$ cat src/rtl/pwm_led_array.sv
// Multi-channel PWM LED driver with steady/blink/fade/off modes.
// Level and mode changes are double-buffered and only take effect at a frame boundary.
module pwm_led_array #(
  parameter int unsigned CHANNELS     = 3,
  parameter int unsigned PWM_BITS     = 8,
  parameter int unsigned BLINK_PERIOD = 27000000,
  parameter int unsigned FADE_FRAMES  = 1024,
  parameter logic        VALUE_ON     = 1'b0,
  parameter logic        VALUE_OFF    = 1'b1
) (
  input  logic                         clk,
  input  logic                         rst,
  input  logic [CHANNELS*PWM_BITS-1:0] level_in,
  input  logic [1:0]                   mode_in,
  input  logic                         update,
  output logic                         pending,
  output logic                         frame_start,
  output logic [CHANNELS-1:0]          led
);

  localparam int unsigned N  = PWM_BITS;
  localparam int unsigned BW = (BLINK_PERIOD > 1) ? $clog2(BLINK_PERIOD) : 1;
  localparam int unsigned FW = (FADE_FRAMES > 1) ? $clog2(FADE_FRAMES) : 1;

  localparam logic [N-1:0]  LastCycle = N'((1 << N) - 2);
  localparam logic [BW-1:0] BlinkLast = BW'(BLINK_PERIOD - 1);
  localparam logic [BW-1:0] BlinkHalf = BW'(BLINK_PERIOD / 2);
  localparam logic [FW-1:0] FadeLast  = FW'(FADE_FRAMES - 1);
  localparam logic [N:0]    EnvTop    = {1'b1, {N{1'b0}}};

  typedef enum logic [1:0] {ModeSteady, ModeBlink, ModeFade, ModeOff} mode_e;

  logic [N-1:0]            cycle_q, cycle_d;
  logic [BW-1:0]           blink_q, blink_d;
  logic [FW-1:0]           frame_q, frame_d;
  logic [N:0]              env_q, env_d;
  logic                    env_up_q, env_up_d;
  logic [CHANNELS*N-1:0]   lvl_q, lvl_d, shadow_lvl_q, shadow_lvl_d;
  mode_e                   mode_q, mode_d, shadow_mode_q, shadow_mode_d;
  logic                    pending_q, pending_d;
  logic [CHANNELS-1:0]     led_q, led_d;
  logic                    frame_start_q, frame_start_d;

  logic                    boundary, apply;
  logic [CHANNELS*N-1:0]   new_lvl;
  mode_e                   new_mode;
  logic [2*N:0]            prod [CHANNELS];
  logic [N-1:0]            eff  [CHANNELS];

  always_comb begin
    boundary      = (cycle_q == LastCycle);
    cycle_d       = boundary ? '0 : cycle_q + 1'b1;
    blink_d       = (blink_q == BlinkLast) ? '0 : blink_q + 1'b1;

    shadow_lvl_d  = update ? level_in : shadow_lvl_q;
    shadow_mode_d = update ? mode_e'(mode_in) : shadow_mode_q;
    // An update on the boundary clock bypasses the shadow and applies immediately.
    apply         = boundary && (pending_q || update);
    new_lvl       = shadow_lvl_d;
    new_mode      = shadow_mode_d;

    pending_d = pending_q;
    if (apply) begin
      pending_d = 1'b0;
    end else if (update) begin
      pending_d = 1'b1;
    end

    frame_d  = frame_q;
    env_d    = env_q;
    env_up_d = env_up_q;
    if (boundary) begin
      if (frame_q == FadeLast) begin
        frame_d = '0;
        // Triangle envelope: each endpoint is held for one step, then direction flips.
        if (env_up_q) begin
          if (env_q == EnvTop) begin
            env_d    = env_q - 1'b1;
            env_up_d = 1'b0;
          end else begin
            env_d = env_q + 1'b1;
          end
        end else begin
          if (env_q == '0) begin
            env_d    = env_q + 1'b1;
            env_up_d = 1'b1;
          end else begin
            env_d = env_q - 1'b1;
          end
        end
      end else begin
        frame_d = frame_q + 1'b1;
      end
    end

    lvl_d  = apply ? new_lvl : lvl_q;
    mode_d = apply ? new_mode : mode_q;
    if (apply && (new_mode != mode_q)) begin
      blink_d  = '0;
      frame_d  = '0;
      env_d    = '0;
      env_up_d = 1'b1;
    end
  end

  always_comb begin
    prod = '{default: '0};
    eff  = '{default: '0};
    led_d = '0;
    for (int i = 0; i < CHANNELS; i++) begin
      prod[i] = (2*N+1)'(lvl_q[i*N +: N]) * (2*N+1)'(env_q);
      unique case (mode_q)
        ModeSteady: eff[i] = lvl_q[i*N +: N];
        ModeBlink:  eff[i] = (blink_q < BlinkHalf) ? lvl_q[i*N +: N] : '0;
        ModeFade:   eff[i] = N'(prod[i] >> N);
        ModeOff:    eff[i] = '0;
        default:    eff[i] = '0;
      endcase
      led_d[i] = (cycle_q < eff[i]) ? VALUE_ON : VALUE_OFF;
    end
    frame_start_d = (cycle_q == '0);
  end

  always_ff @(posedge clk) begin
    if (rst) begin
      cycle_q       <= '0;
      blink_q       <= '0;
      frame_q       <= '0;
      env_q         <= '0;
      env_up_q      <= 1'b1;
      lvl_q         <= '0;
      mode_q        <= ModeSteady;
      shadow_lvl_q  <= '0;
      shadow_mode_q <= ModeSteady;
      pending_q     <= 1'b0;
      led_q         <= {CHANNELS{VALUE_OFF}};
      frame_start_q <= 1'b0;
    end else begin
      cycle_q       <= cycle_d;
      blink_q       <= blink_d;
      frame_q       <= frame_d;
      env_q         <= env_d;
      env_up_q      <= env_up_d;
      lvl_q         <= lvl_d;
      mode_q        <= mode_d;
      shadow_lvl_q  <= shadow_lvl_d;
      shadow_mode_q <= shadow_mode_d;
      pending_q     <= pending_d;
      led_q         <= led_d;
      frame_start_q <= frame_start_d;
    end
  end

  assign pending     = pending_q;
  assign frame_start = frame_start_q;
  assign led         = led_q;

endmodule
$ cat config.mk
export PLATFORM = sky130hd
export DESIGN_NAME = pwm_led_array
export DESIGN_NICKNAME = d
export VERILOG_FILES = /design/src/rtl/pwm_led_array.sv
export SDC_FILE = /design/constraint.sdc
export NUM_CORES = 1
export LEC_CHECK = 0
export ABC_CLOCK_PERIOD_IN_PS = 6650
export CAP_MARGIN = 30
export CORE_MARGIN = 1.5
export CORE_UTILIZATION = 50
export DETAILED_ROUTE_END_ITERATION = 8
export HOLD_SLACK_MARGIN = 0.08
export PLACE_DENSITY = 0.67
export SKIP_CTS_REPAIR_TIMING = 1
export SYNTH_ARGS = -nofsm -noshare
export SYNTH_HDL_FRONTEND = slang
export SYNTH_SLANG_ARGS = --single-unit
$ cat constraint.sdc
create_clock -name clk -period 6.65 [get_ports clk]
set_input_delay 0.665 -clock clk [delete_from_list [all_inputs] [get_ports clk]]
set_output_delay 0.665 -clock clk [all_outputs]
set_load 0.05 [all_outputs]
==> impl_results.rst <==
.. list-table::
   :header-rows: 1

   * - Metric
     - Value
   * - Area of the placeable core
     - 0.0228 sq mm
   * - IO Count
     - 34
   * - Worst slew margin relative to its limit
     - 39.3%
   * - Synth async-reset ratio
     - 0%
   * - Number of flip-flops and latches in the synthesized netlist
     - 110
   * - WHS Endpoint
     - frame_q[1]
   * - Share of Yosys cell area claimed by the top area cell type
     - 20.5%
   * - Chip Width
     - 156 microns
   * - Max Cap Violations
     - 0
   * - Critical Path RT
     - 6.89 ns
   * - Number of instances in the placed design
     - 1645
   * - Number of antenna violations at the first check in global routing
     - 0
   * - Maximum number of pins on one net before global-route repair
     - 59
   * - Combinational group share of total power
     - 6.9%
   * - Final clock period utilization by the worst path
     - 90.9%
   * - Number of buffer and inverter instances along the worst setup path
     - 3
   * - Filler instances
     - 2117
   * - Final sum of negative setup slack
     - 0 ns
   * - Setup slack of the critical path after layout
     - 0.603 ns
   * - Synth area leaders
     - sky130_fd_sc_hd__fa_1 21%, sky130_fd_sc_hd__dfxtp_1 19%, sky130_fd_sc_hd__ha_1 13%, sky130_fd_sc_hd__and2_1 9.0%, sky130_fd_sc_hd__inv_1 5.3%
   * - Worst slack at placement
     - 0.389 ns
   * - CTS HTree Levels
     - 3
   * - Root Buffer
     - sky130_fd_sc_hd__clkbuf_16
   * - Final number of setup-violating endpoints
     - 0
   * - Largest vdd supply drop
     - 0.186 mV
   * - Vert. Die Dim
     - 156 microns
   * - Switching part of the total power
     - 26.2%
   * - Critical path's largest stage delay
     - 0.55 ns
   * - P_int
     - 984 uW
   * - Total track usage
     - 22.7%
   * - Least-Margin Pin Slew
     - 0.910 ns
   * - Switching component of the power
     - 349 uW
   * - Top cell type by total area after synthesis
     - sky130_fd_sc_hd__fa_1
   * - Port bufs
     - 33
   * - CP Capture Type
     - flip-flop
   * - Worst path most repeated cell
     - sky130_fd_sc_hd__fa_1
   * - WS Path Type
     - flip-flop to flip-flop
   * - Hold Path Cell Cnt
     - 2
   * - Residual antenna-violating net count after detailed routing
     - 0
   * - Reg-to-Reg End
     - led[1]
   * - Die Outline Area
     - 0.0244 sq mm
   * - Final Routed Wirelength
     - 25.4 mm
   * - EDFF count, synth
     - 0
   * - Critical-path top delay cell
     - sky130_fd_sc_hd__fa_1
   * - Yosys cell types
     - 59
   * - Final number of max-transition violations
     - 0
   * - CTS Sinks
     - 110
   * - Part of the Yosys area used for sequential elements
     - 18.8%
   * - Cell count after synthesis
     - 1352
   * - Worst hold path startpoint
     - frame_q[1]
   * - Iter 0 DRT Violations
     - 472
   * - Leakage power of the design
     - 0.00603 uW
   * - Minimum period implied by the final worst setup slack
     - 6.05 ns
   * - Worst-case clock skew
     - 0.0139 ns
   * - Synth Warn #
     - 0
   * - Critical R2R Launch
     - env_q[1]
   * - Initial Utilization
     - 51.3%
   * - Worst-skew pair later-pin latency
     - 0.37 ns
   * - Mean cell area of the mapped netlist
     - 8.67 sq um
   * - Floorplan row count
     - 55
   * - Sum of net half-perimeters after detailed placement
     - 19.4 mm
   * - Peak Freq
     - 0.165 GHz
   * - Reg power frac
     - 51.2%
   * - Worst min-delay path category
     - flip-flop to flip-flop
   * - Number of buffers added by the clock tree synthesis step
     - 9
   * - Number of cells traversed by the worst register-to-register path
     - 20
   * - Total nets after synthesis
     - 1625
   * - Final-layout worst hold slack
     - 0.477 ns
   * - Kind of cell adding the most delay to the critical path
     - adder cells
   * - First-pass iteration count of the detailed router
     - 5
   * - CTS clk-pin slew, worst paths
     - 0.09 ns
   * - CTS tree
     - yes
   * - Layout Utilization
     - 55.3%
   * - Filler-free cell count of the finished design
     - 1661
   * - Longest Clk Path Bufs
     - 2
   * - Part of the total power dissipated in the clock network
     - 41.9%
   * - Crit-path max FO
     - 13
   * - Critical Path Start Type
     - flip-flop
   * - Commonest cells after routing, fill and taps aside
     - 169 x sky130_fd_sc_hd__and2_1, 165 x sky130_fd_sc_hd__inv_1, 138 x sky130_fd_sc_hd__nor2_1, 124 x sky130_fd_sc_hd__ha_1, 120 x sky130_fd_sc_hd__fa_1
   * - Vias per cell
     - 5.36
   * - Worst reg2reg setup slack
     - 0.60 ns
   * - Proportion of layout cells with a drive suffix above 1
     - 4.08%
   * - Final hold viol count
     - 0
   * - Net count of the finished layout
     - 1616
   * - Most common cell after layout, fill and taps aside
     - sky130_fd_sc_hd__and2_1
   * - Weighted congestion reported at the end of routability-driven placement
     - 0.848
   * - Area delta synth->final
     - 7.82%
   * - Arrival time of the worst setup path
     - 6.29 ns
   * - First-pass GRT wire length
     - 44.7 mm
   * - Routed length per instance
     - 15.3 microns
   * - Main flop type after synthesis
     - sky130_fd_sc_hd__dfxtp_1
   * - Synthesized area
     - 0.0117 sq mm
   * - Final routed DRC violation total
     - 0
   * - Sum of overflow across all layers after global routing
     - 0
   * - Diode insertion count for antenna repair
     - 0
   * - Ratio of total power to cell area
     - 106 mW/mm^2
   * - Number of global-route vias before repair
     - 9178
   * - Run status
     - complete, no violations
   * - Cells along the critical path
     - buf_4, and2_1, fa_1, fa_1, inv_1, fa_1, fa_1, inv_1, ha_1, a2111oi_0, o21ai_1, a2111oi_4, o21ai_0, xnor2_1, a22oi_1, ha_1, a21o_1, a21o_1, a2111oi_0, o31ai_1
   * - RSZ-0062 raised after global routing
     - no
   * - Routed via count
     - 8901
[synth_stat cells, types with 6 or more instances]
library cell and count:
sky130_fd_sc_hd__nand2b_1 7, sky130_fd_sc_hd__a211oi_1 35, sky130_fd_sc_hd__nand2_1 74, sky130_fd_sc_hd__and2_1 169, sky130_fd_sc_hd__fa_1 120, sky130_fd_sc_hd__nand4_1 13, sky130_fd_sc_hd__or3_1 7, sky130_fd_sc_hd__and3_1 11
sky130_fd_sc_hd__nor2_1 138, sky130_fd_sc_hd__nor3_1 15, sky130_fd_sc_hd__xnor2_1 40, sky130_fd_sc_hd__a21oi_1 26, sky130_fd_sc_hd__dfxtp_1 110, sky130_fd_sc_hd__a21o_1 15, sky130_fd_sc_hd__xor2_1 31, sky130_fd_sc_hd__mux2i_1 30
sky130_fd_sc_hd__nor4_1 7, sky130_fd_sc_hd__ha_1 124, sky130_fd_sc_hd__inv_1 165, sky130_fd_sc_hd__a22oi_1 15, sky130_fd_sc_hd__o21a_1 8, sky130_fd_sc_hd__clkbuf_1 66, sky130_fd_sc_hd__o21bai_1 6, sky130_fd_sc_hd__nand3_1 26
sky130_fd_sc_hd__o21ai_0 20
[power groups by stage]
stage	sequential, uW	clock (uW)	combinational, uW
3_5_place_dp	698	0	92.4
5_1_grt	684	596	103
6_report	683	558	92.5
2_1_floorplan	704	0	50.3
3_3_place_gp	698	0	91.9
4_1_cts	683	578	93.1
[cell type report]
cell class	count	area [sq um]	share of cell area [%]
inverter	165	619	4.90
tap	313	392	3.10
clock inverter	7	77.6	0.614
multi-input combinational	1002	8620	68.3
timing repair buffer	55	490	3.88
sequential	110	2200	17.4
clock buffer	9	225	1.78
[worst max path at each step]
stage	startpoint	to	slack [ns]	depth (start not counted)
after global placement	env_q[2]	led[1]	0.56	20
after detailed placement	env_q[2]	led[1]	0.39	20
after CTS	env_q[2]	led[1]	0.39	20
after global routing	env_q[1]	led[1]	0.08	20
after floorplan	env_q[2]	led[1]	0.68	22
final	env_q[1]	led[1]	0.60	20
[per-stage QoR]
step                instance area [sq um]  total power, uW
finish                              12600             1330
global route                        12600             1380
CTS                                 12600             1350
detailed placement                  12300              790
global placement                    12300              790
floorplan                           11700              754
[cell families after synthesis]
| family | Yosys count | share of synthesized area, % |
|---|---|---|
| xor+xnor | 71 | 5.31 |
| fa+ha+maj | 244 | 33.7 |
| simple gates | 496 | 22.1 |
| buf+inv | 240 | 7.81 |
| mux | 31 | 2.66 |
| flops | 110 | 18.8 |
| compound gates | 160 | 9.59 |
[worst min-delay path, cell delays in order (launching register included)]
cell                      delay (ns)
sky130_fd_sc_hd__dfxtp_1        0.33
sky130_fd_sc_hd__nand2_1        0.06
sky130_fd_sc_hd__a21oi_1        0.05
[registers in the layout, summed over array words and instances (netlist names), named ones only]
signal,cells
cycle_q,8
lvl_q,24
mode_q,2
shadow_lvl_q,24
pending,1
frame_q,10
shadow_mode_q,2
blink_q,25
frame_start,1
led,3
env_q,9
[metal layers]
layer | part of all wire, % | GRT usage (%) | vias to the layer above
met2 | 44 | 36.3 | 185
met3 | 4.2 | 3.89 | 26
li1 | - | - | 4385
met5 | 0 | 0 | -
met4 | 1.0 | 4.63 | 0
met1 | 50 | 32.4 | 4305
Power figures use the tool's default switching activity.
